File: src/rtl/branch_resolve.sv
// Branch resolution controller: detects mispredictions, issues a held redirect
// plus a one-cycle flush, and queues predictor-update records in a small FIFO.
module branch_resolve #(
  parameter int unsigned XLEN      = 32,
  parameter int unsigned UPD_DEPTH = 4
) (
  input  logic            clock,
  input  logic            reset,
  input  logic            ex_valid,
  input  logic            ex_branch,
  input  logic            ex_jump,
  input  logic            ex_taken,
  input  logic [XLEN-1:0] ex_pc,
  input  logic [XLEN-1:0] ex_npc,
  input  logic [XLEN-1:0] ex_target,
  input  logic [XLEN-1:0] ex_pred_addr,
  output logic            ex_ready,
  output logic            redirect_valid,
  input  logic            redirect_ready,
  output logic [XLEN-1:0] redirect_addr,
  output logic            flush,
  output logic            upd_valid,
  input  logic            upd_ready,
  output logic [XLEN-1:0] upd_pc,
  output logic            upd_taken,
  output logic [XLEN-1:0] upd_target,
  output logic [31:0]     branch_count,
  output logic [31:0]     mispred_count
);

  localparam int unsigned AW = (UPD_DEPTH > 1) ? $clog2(UPD_DEPTH) : 1;
  localparam int unsigned CW = AW + 1;

  typedef struct packed {
    logic [XLEN-1:0] pc;
    logic            taken;
    logic [XLEN-1:0] target;
  } upd_t;

  typedef enum logic {IDLE, REDIRECT} state_t;

  state_t          state, state_d;
  upd_t            mem [UPD_DEPTH];
  logic [AW-1:0]   wr_ptr, rd_ptr, wr_ptr_d, rd_ptr_d;
  logic [CW-1:0]   count, count_d;
  logic            redirect_valid_d, flush_d;
  logic [XLEN-1:0] redirect_addr_d;
  logic [31:0]     branch_count_d, mispred_count_d;

  logic            fifo_full, accept, actual_taken, mispredict, push, pop;
  logic [XLEN-1:0] actual_next;
  upd_t            push_entry;

  assign fifo_full    = (count == CW'(UPD_DEPTH));
  assign ex_ready     = (state == IDLE) && !fifo_full;
  assign accept       = ex_valid && ex_ready && (ex_branch || ex_jump);
  assign actual_taken = ex_jump || (ex_branch && ex_taken);
  assign actual_next  = actual_taken ? ex_target : ex_npc;
  assign mispredict   = (actual_next != ex_pred_addr);
  assign push         = accept;
  assign pop          = upd_valid && upd_ready;
  assign push_entry   = '{pc: ex_pc, taken: actual_taken, target: ex_target};

  assign upd_valid  = (count != '0);
  assign upd_pc     = mem[rd_ptr].pc;
  assign upd_taken  = mem[rd_ptr].taken;
  assign upd_target = mem[rd_ptr].target;

  // Next-state, redirect/flush, counters and FIFO bookkeeping
  always_comb begin
    state_d          = state;
    redirect_valid_d = redirect_valid;
    redirect_addr_d  = redirect_addr;
    flush_d          = 1'b0;
    branch_count_d   = branch_count;
    mispred_count_d  = mispred_count;
    wr_ptr_d         = wr_ptr;
    rd_ptr_d         = rd_ptr;
    count_d          = count + CW'(push) - CW'(pop);

    if (push) wr_ptr_d = wr_ptr + AW'(1);
    if (pop)  rd_ptr_d = rd_ptr + AW'(1);

    case (state)
      IDLE: begin
        if (accept) begin
          branch_count_d = branch_count + 32'd1;
          if (mispredict) begin
            mispred_count_d  = mispred_count + 32'd1;
            redirect_addr_d  = actual_next;
            redirect_valid_d = 1'b1;
            flush_d          = 1'b1;
            state_d          = REDIRECT;
          end
        end
      end
      REDIRECT: begin
        if (redirect_valid && redirect_ready) begin
          redirect_valid_d = 1'b0;
          state_d          = IDLE;
        end
      end
      default: state_d = IDLE;
    endcase
  end

  // Registers are loaded every cycle so an externally preloaded counter is retained
  always_ff @(posedge clock) begin
    if (reset) begin
      state          <= IDLE;
      redirect_valid <= 1'b0;
      redirect_addr  <= '0;
      flush          <= 1'b0;
      branch_count   <= '0;
      mispred_count  <= '0;
      wr_ptr         <= '0;
      rd_ptr         <= '0;
      count          <= '0;
      for (int i = 0; i < int'(UPD_DEPTH); i++) mem[i] <= '0;
    end else begin
      state          <= state_d;
      redirect_valid <= redirect_valid_d;
      redirect_addr  <= redirect_addr_d;
      flush          <= flush_d;
      branch_count   <= branch_count_d;
      mispred_count  <= mispred_count_d;
      wr_ptr         <= wr_ptr_d;
      rd_ptr         <= rd_ptr_d;
      count          <= count_d;
      if (push) mem[wr_ptr] <= push_entry;
    end
  end

endmodule

File: config.mk
export PLATFORM = sky130hd
export DESIGN_NAME = branch_resolve
export DESIGN_NICKNAME = d
export VERILOG_FILES = /design/src/rtl/branch_resolve.sv
export SDC_FILE = /design/constraint.sdc
export NUM_CORES = 1
export LEC_CHECK = 0
export BUFFER_PORTS_ARGS = -buffer_cell sky130_fd_sc_hd__buf_4
export CAP_MARGIN = 20
export CORE_AREA = 2 2 184 186
export CTS_CLUSTER_SIZE = 8
export DETAILED_ROUTE_END_ITERATION = 8
export DIE_AREA = 0 0 186 188
export PLACE_DENSITY = 0.78
export SYNTH_ARGS = -nofsm -noshare
export SYNTH_HDL_FRONTEND = slang
export SYNTH_SLANG_ARGS = --single-unit
File: constraint.sdc
create_clock -name clock -period 5.2 [get_ports clock]
set_input_delay 0.52 -clock clock [delete_from_list [all_inputs] [get_ports clock]]
set_output_delay 0.52 -clock clock [all_outputs]
set_load 0.02 [all_outputs]
==> out/results.txt <==
The number of global-route vias before repair is 12.4k. The horizontal die dimension was 186 µm; the number of search-and-repair iterations in the first detailed-routing pass was 6. The synthesis-to-finish area growth was 25.1%; the worst clock skew was 12.3 ps. The total setup buffers inserted after CTS is 0, and the total count of max-transition violations in the final report is 0. The dominant cell type by count on the critical path is sky130_fd_sc_hd__buf_4. The measured slew at the worst slew-check pin works out to 1090 ps.

For this run, the share of the core covered by cells in the final layout is 62.7%. After technology mapping, the gate count stands at 1401. The clock latency on the worst-skew pair was 560 ps; the worst reg2reg path depth was 3. The tools report the total number of yosys warnings as 0.

Traced cell by cell, the critical path runs through buf_4 > a21oi_4 > buf_4 > nand4_1 > a222oi_1 > o211ai_1 > or4b_1 > buf_4 > a21oi_1 > a311oi_1. The number of antenna violations at the first check in global routing is 12, and the clock sink count is 368. Measured against its own limit, the worst slew margin works out to 27.3%. The initial cell density of the core came out at 50.2%.

The DRC violation count after routing was 0; the fraction of the cycle the final worst path needs was 64.2%. The met3 usage is 9.01%, and the worst setup slack before clock tree synthesis is 1080 ps. The first global-routing pass estimated 73900 µm of wire. The floorplan row count is 67. The run finished with clean final reports. Synthesized area per cell: 11.9 µm². Counting every net in the synthesized netlist gives 1542. The number of synthesized flops with an enable pin was 260; the total vias in the final route was 12.4k. Global routing used 28.2% of the available tracks across all layers. The largest incremental delay on the critical path came out at 840 ps. Adding up every negative setup slack in the final design gives 0 ps. In the synthesized netlist the dominant register cell turns out to be sky130_fd_sc_hd__edfxtp_1. The maximum fanout along the worst path works out to 24.

Cells with a size suffix above 1 make up 26.8% of the layout. The die covers 0.0350 mm². Setup violations remaining at the end of the flow were counted as 0.

Setup repair after global routing left no endpoint under its margin. The overall overflow remaining after global route is 0, and the total placed instance area is 0.0193 mm². The leakage power figure was 8.28 nW. Gates resized during post-CTS repair numbered 0.

The worst register-to-register path has a setup slack of 2110 ps. The number of different library cells used by synthesis comes to 56. Buffers placed on the I/O ports in this run total 300.

On the final layout, the worst hold slack is 241 ps. After synthesis the cells add up to 0.0166 mm². The share of synthesized flip-flops with an asynchronous set or reset came out at 0%.

The internal power of the cells totals 6.09 mW. The clock slew at the register clock pins of the worst setup and hold paths was 50 ps. Buffers inserted to repair hold after CTS numbered 0. The die height is 188 µm. The clock period could shrink to 3340 ps. The share of total power in sequential cells was 41.8%. The worst setup path is captured at a flop. Via-per-instance ratio: 5.70. The worst hold path begins at redirect_ready. Post-detailed-route wirelength per cell: 22.7 µm. The tools report the destination of the worst register-to-register timing path as mem[2][8]. The combinational fraction of design power was 23.2%. The number of clock buffers added by TritonCTS is 51. Endpoint with the worst hold slack: redirect_valid. The clock network burns 35.1% of the power.

The tools report the clock tree root buffer cell as sky130_fd_sc_hd__clkbuf_16. The run gives 301 as the number of ports placed on the die boundary. Critical path arrival: 3740 ps. After layout, the worst setup slack is 1860 ps. The net count of the finished layout is 1826.

The clock tree synthesis step divided the H-tree into 2 levels. Max-cap violations in this run came to 0. The final RePlAce weighted congestion was 0.882; the met1 track demand over resource in global routing was 35.7%.

The net switching power figure is 2.51 mW. Net switching is 29.2% of the power. STA classifies the critical path startpoint as a primary input. The HPWL after detailed placement is 31700 µm. Summed over all layers, the routed wires come to 49200 µm. The instance count along the most critical hold path is 3. Once placement completed, the tool counted placed cells totaling 2078. For this run, the top clock speed supported by timing is 300 MHz. The finished cells cover 0.0208 mm². The logs give 8.60 mW for the overall power of the completed layout and 1054 for the DRC violation total after the first TritonRoute iteration. In this run the most used layer during global routing was met2. In this run the power density over the cells is 414 mW/mm². Classification of the worst setup path: primary input to flop.

Data on the critical path is required at its endpoint by 5610 ps. The min-delay analysis places its worst path in the category primary input to flop. The reg-to-reg critical path startpoint was wr_ptr[1]. The run gives 3 as the worst-case clock buffer depth. Pin count of the biggest net entering global routing: 73. For this run, the register share of the synthesized area comes to 60.0%. The met2 capacity usage during global routing is 44.9%, and the maximum VDD drop is 0.000239 V.

The detail route stage leaves a number of antenna-violating nets equal to 0. Post-synthesis register bit count: 368. Slowest library cell on the worst path: sky130_fd_sc_hd__or4b_1.

The logs give 0 for the count of final hold-check violations and 2169 for the non-filler instance count after layout. TritonCTS built the clock tree. After floorplanning, the core was sized to cover 0.0331 mm².
-- area by class of cell --
cell class | instances | area [µm²]
timing repair buffer | 320 | 2410
multi-input combinational | 854 | 6040
tap | 448 | 561
inverter | 90 | 338
clock inverter | 2 | 25.0
clock buffer | 76 | 1390
fill | 2557 | 12300
antenna | 11 | 27.5
sequential | 368 | 9980
-- state kept, by name, summed over array words and instances (netlist names), named ones only --
signal,flops
mem,260
branch_count,32
mispred_count,32
redirect_addr,32
count,3
rd_ptr,2
wr_ptr,2
flush,1
redirect_valid,1
state,1
-- kinds of logic (layout without fill, tap and decap cells) --
family / Yosys count / after routing / share of synthesized area, %
AOI/OAI and AO/OA: 163 / 163 / 6.58
xor gates and xnor gates: 68 / 68 / 3.59
adders and majority gates: 5 / 5 / 0.422
buffers and inverters: 179 / 488 / 4.14
DFF: 368 / 368 / 60.0
muxes: 76 / 76 / 9.58
other: 0 / 11 / 0
and+or+nand+nor: 542 / 542 / 15.7
-- cell usage after synthesis (all sizes together), types with 14 or more instances --
library cell	n	area share (%)
edfxtp	260	47
nor2	177	4.0
nand2	142	3.2
dfxtp	108	13
inv	90	2.0
and2	72	2.7
clkbuf	69	1.6
a21oi	68	2.0
mux4	65	8.8
xnor2	34	1.8
xor2	34	1.8
nand3	30	0.90
o31ai	25	1.1
or4	25	1.1
a311oi	24	1.3
nand4	24	0.90
buf	20	0.54
nand2b	17	0.64
and3	14	0.53
-- worst max path at each step --
stage          startpoint           endpoint  slack, ps  depth (start not counted)
4_1_cts          ex_taken  redirect_addr[18]       1630                         10
6_report         ex_taken  redirect_addr[18]       1860                         10
3_3_place_gp     ex_taken   redirect_addr[4]       1220                         10
3_5_place_dp     ex_taken  redirect_addr[18]       1080                          9
2_1_floorplan     ex_jump          mem[1][0]       -100                          7
5_1_grt          ex_taken   redirect_addr[0]       1790                         10
-- cells in the final DEF, fill, tap and decap left out, types with 3 or more instances in the layout --
cell type | Yosys | final
sky130_fd_sc_hd__a311oi_1 | 24 | 24
sky130_fd_sc_hd__o221ai_1 | 6 | 6
sky130_fd_sc_hd__nor2_1 | 177 | 175
sky130_fd_sc_hd__o21ai_0 | 9 | 9
sky130_fd_sc_hd__xor2_1 | 34 | 34
sky130_fd_sc_hd__or3_1 | 9 | 9
sky130_fd_sc_hd__a221oi_1 | 3 | 3
sky130_fd_sc_hd__o31ai_1 | 25 | 25
sky130_fd_sc_hd__ha_1 | 4 | 4
sky130_fd_sc_hd__o2111ai_1 | 3 | 3
sky130_fd_sc_hd__mux2i_1 | 6 | 6
sky130_fd_sc_hd__mux4_2 | 65 | 65
sky130_fd_sc_hd__nor3_1 | 9 | 8
sky130_fd_sc_hd__nor4_1 | 7 | 6
sky130_fd_sc_hd__clkbuf_16 | 0 | 52
sky130_fd_sc_hd__clkbuf_1 | 69 | 24
sky130_fd_sc_hd__a21oi_1 | 68 | 67
sky130_fd_sc_hd__nand3_1 | 30 | 30
sky130_fd_sc_hd__nand2b_1 | 17 | 15
sky130_fd_sc_hd__and2_1 | 72 | 72
sky130_fd_sc_hd__a211oi_1 | 8 | 8
sky130_fd_sc_hd__and4_1 | 5 | 5
sky130_fd_sc_hd__and3_1 | 14 | 14
sky130_fd_sc_hd__nor2b_1 | 6 | 6
sky130_fd_sc_hd__nand2_1 | 142 | 142
sky130_fd_sc_hd__dfxtp_1 | 108 | 106
sky130_fd_sc_hd__diode_2 | 0 | 11
sky130_fd_sc_hd__edfxtp_1 | 260 | 260
sky130_fd_sc_hd__inv_1 | 90 | 89
sky130_fd_sc_hd__or4_1 | 25 | 25
sky130_fd_sc_hd__nand4_1 | 24 | 24
sky130_fd_sc_hd__xnor2_1 | 34 | 34
sky130_fd_sc_hd__buf_4 | 0 | 318
sky130_fd_sc_hd__mux2_4 | 3 | 3
-- critical path: cells and delay by family --
family                 cells  cell delay, ps
AO/OA/AOI/OAI              5            1360
buffers and inverters      3             850
AND/OR/NAND/NOR            2             970
-- power groups by stage --
stage	registers [mW]	logic, mW	clock network, mW
after floorplan	3.60	1.20	0
after global placement	3.64	1.97	0
after detailed placement	3.65	2.00	0
after CTS	3.60	2.00	3.06
after global routing	3.62	2.12	3.18
final	3.59	1.99	3.02
-- per-layer routing --
| layer | up-vias | wire [µm] |
|---|---|---|
| li1 | 5625 | - |
| met1 | 6000 | 18700 |
| met2 | 620 | 23400 |
| met3 | 119 | 5150 |
| met4 | 2 | 1950 |
| met5 | - | 13 |
No activity file was read; power rests on OpenSTA's default activity.
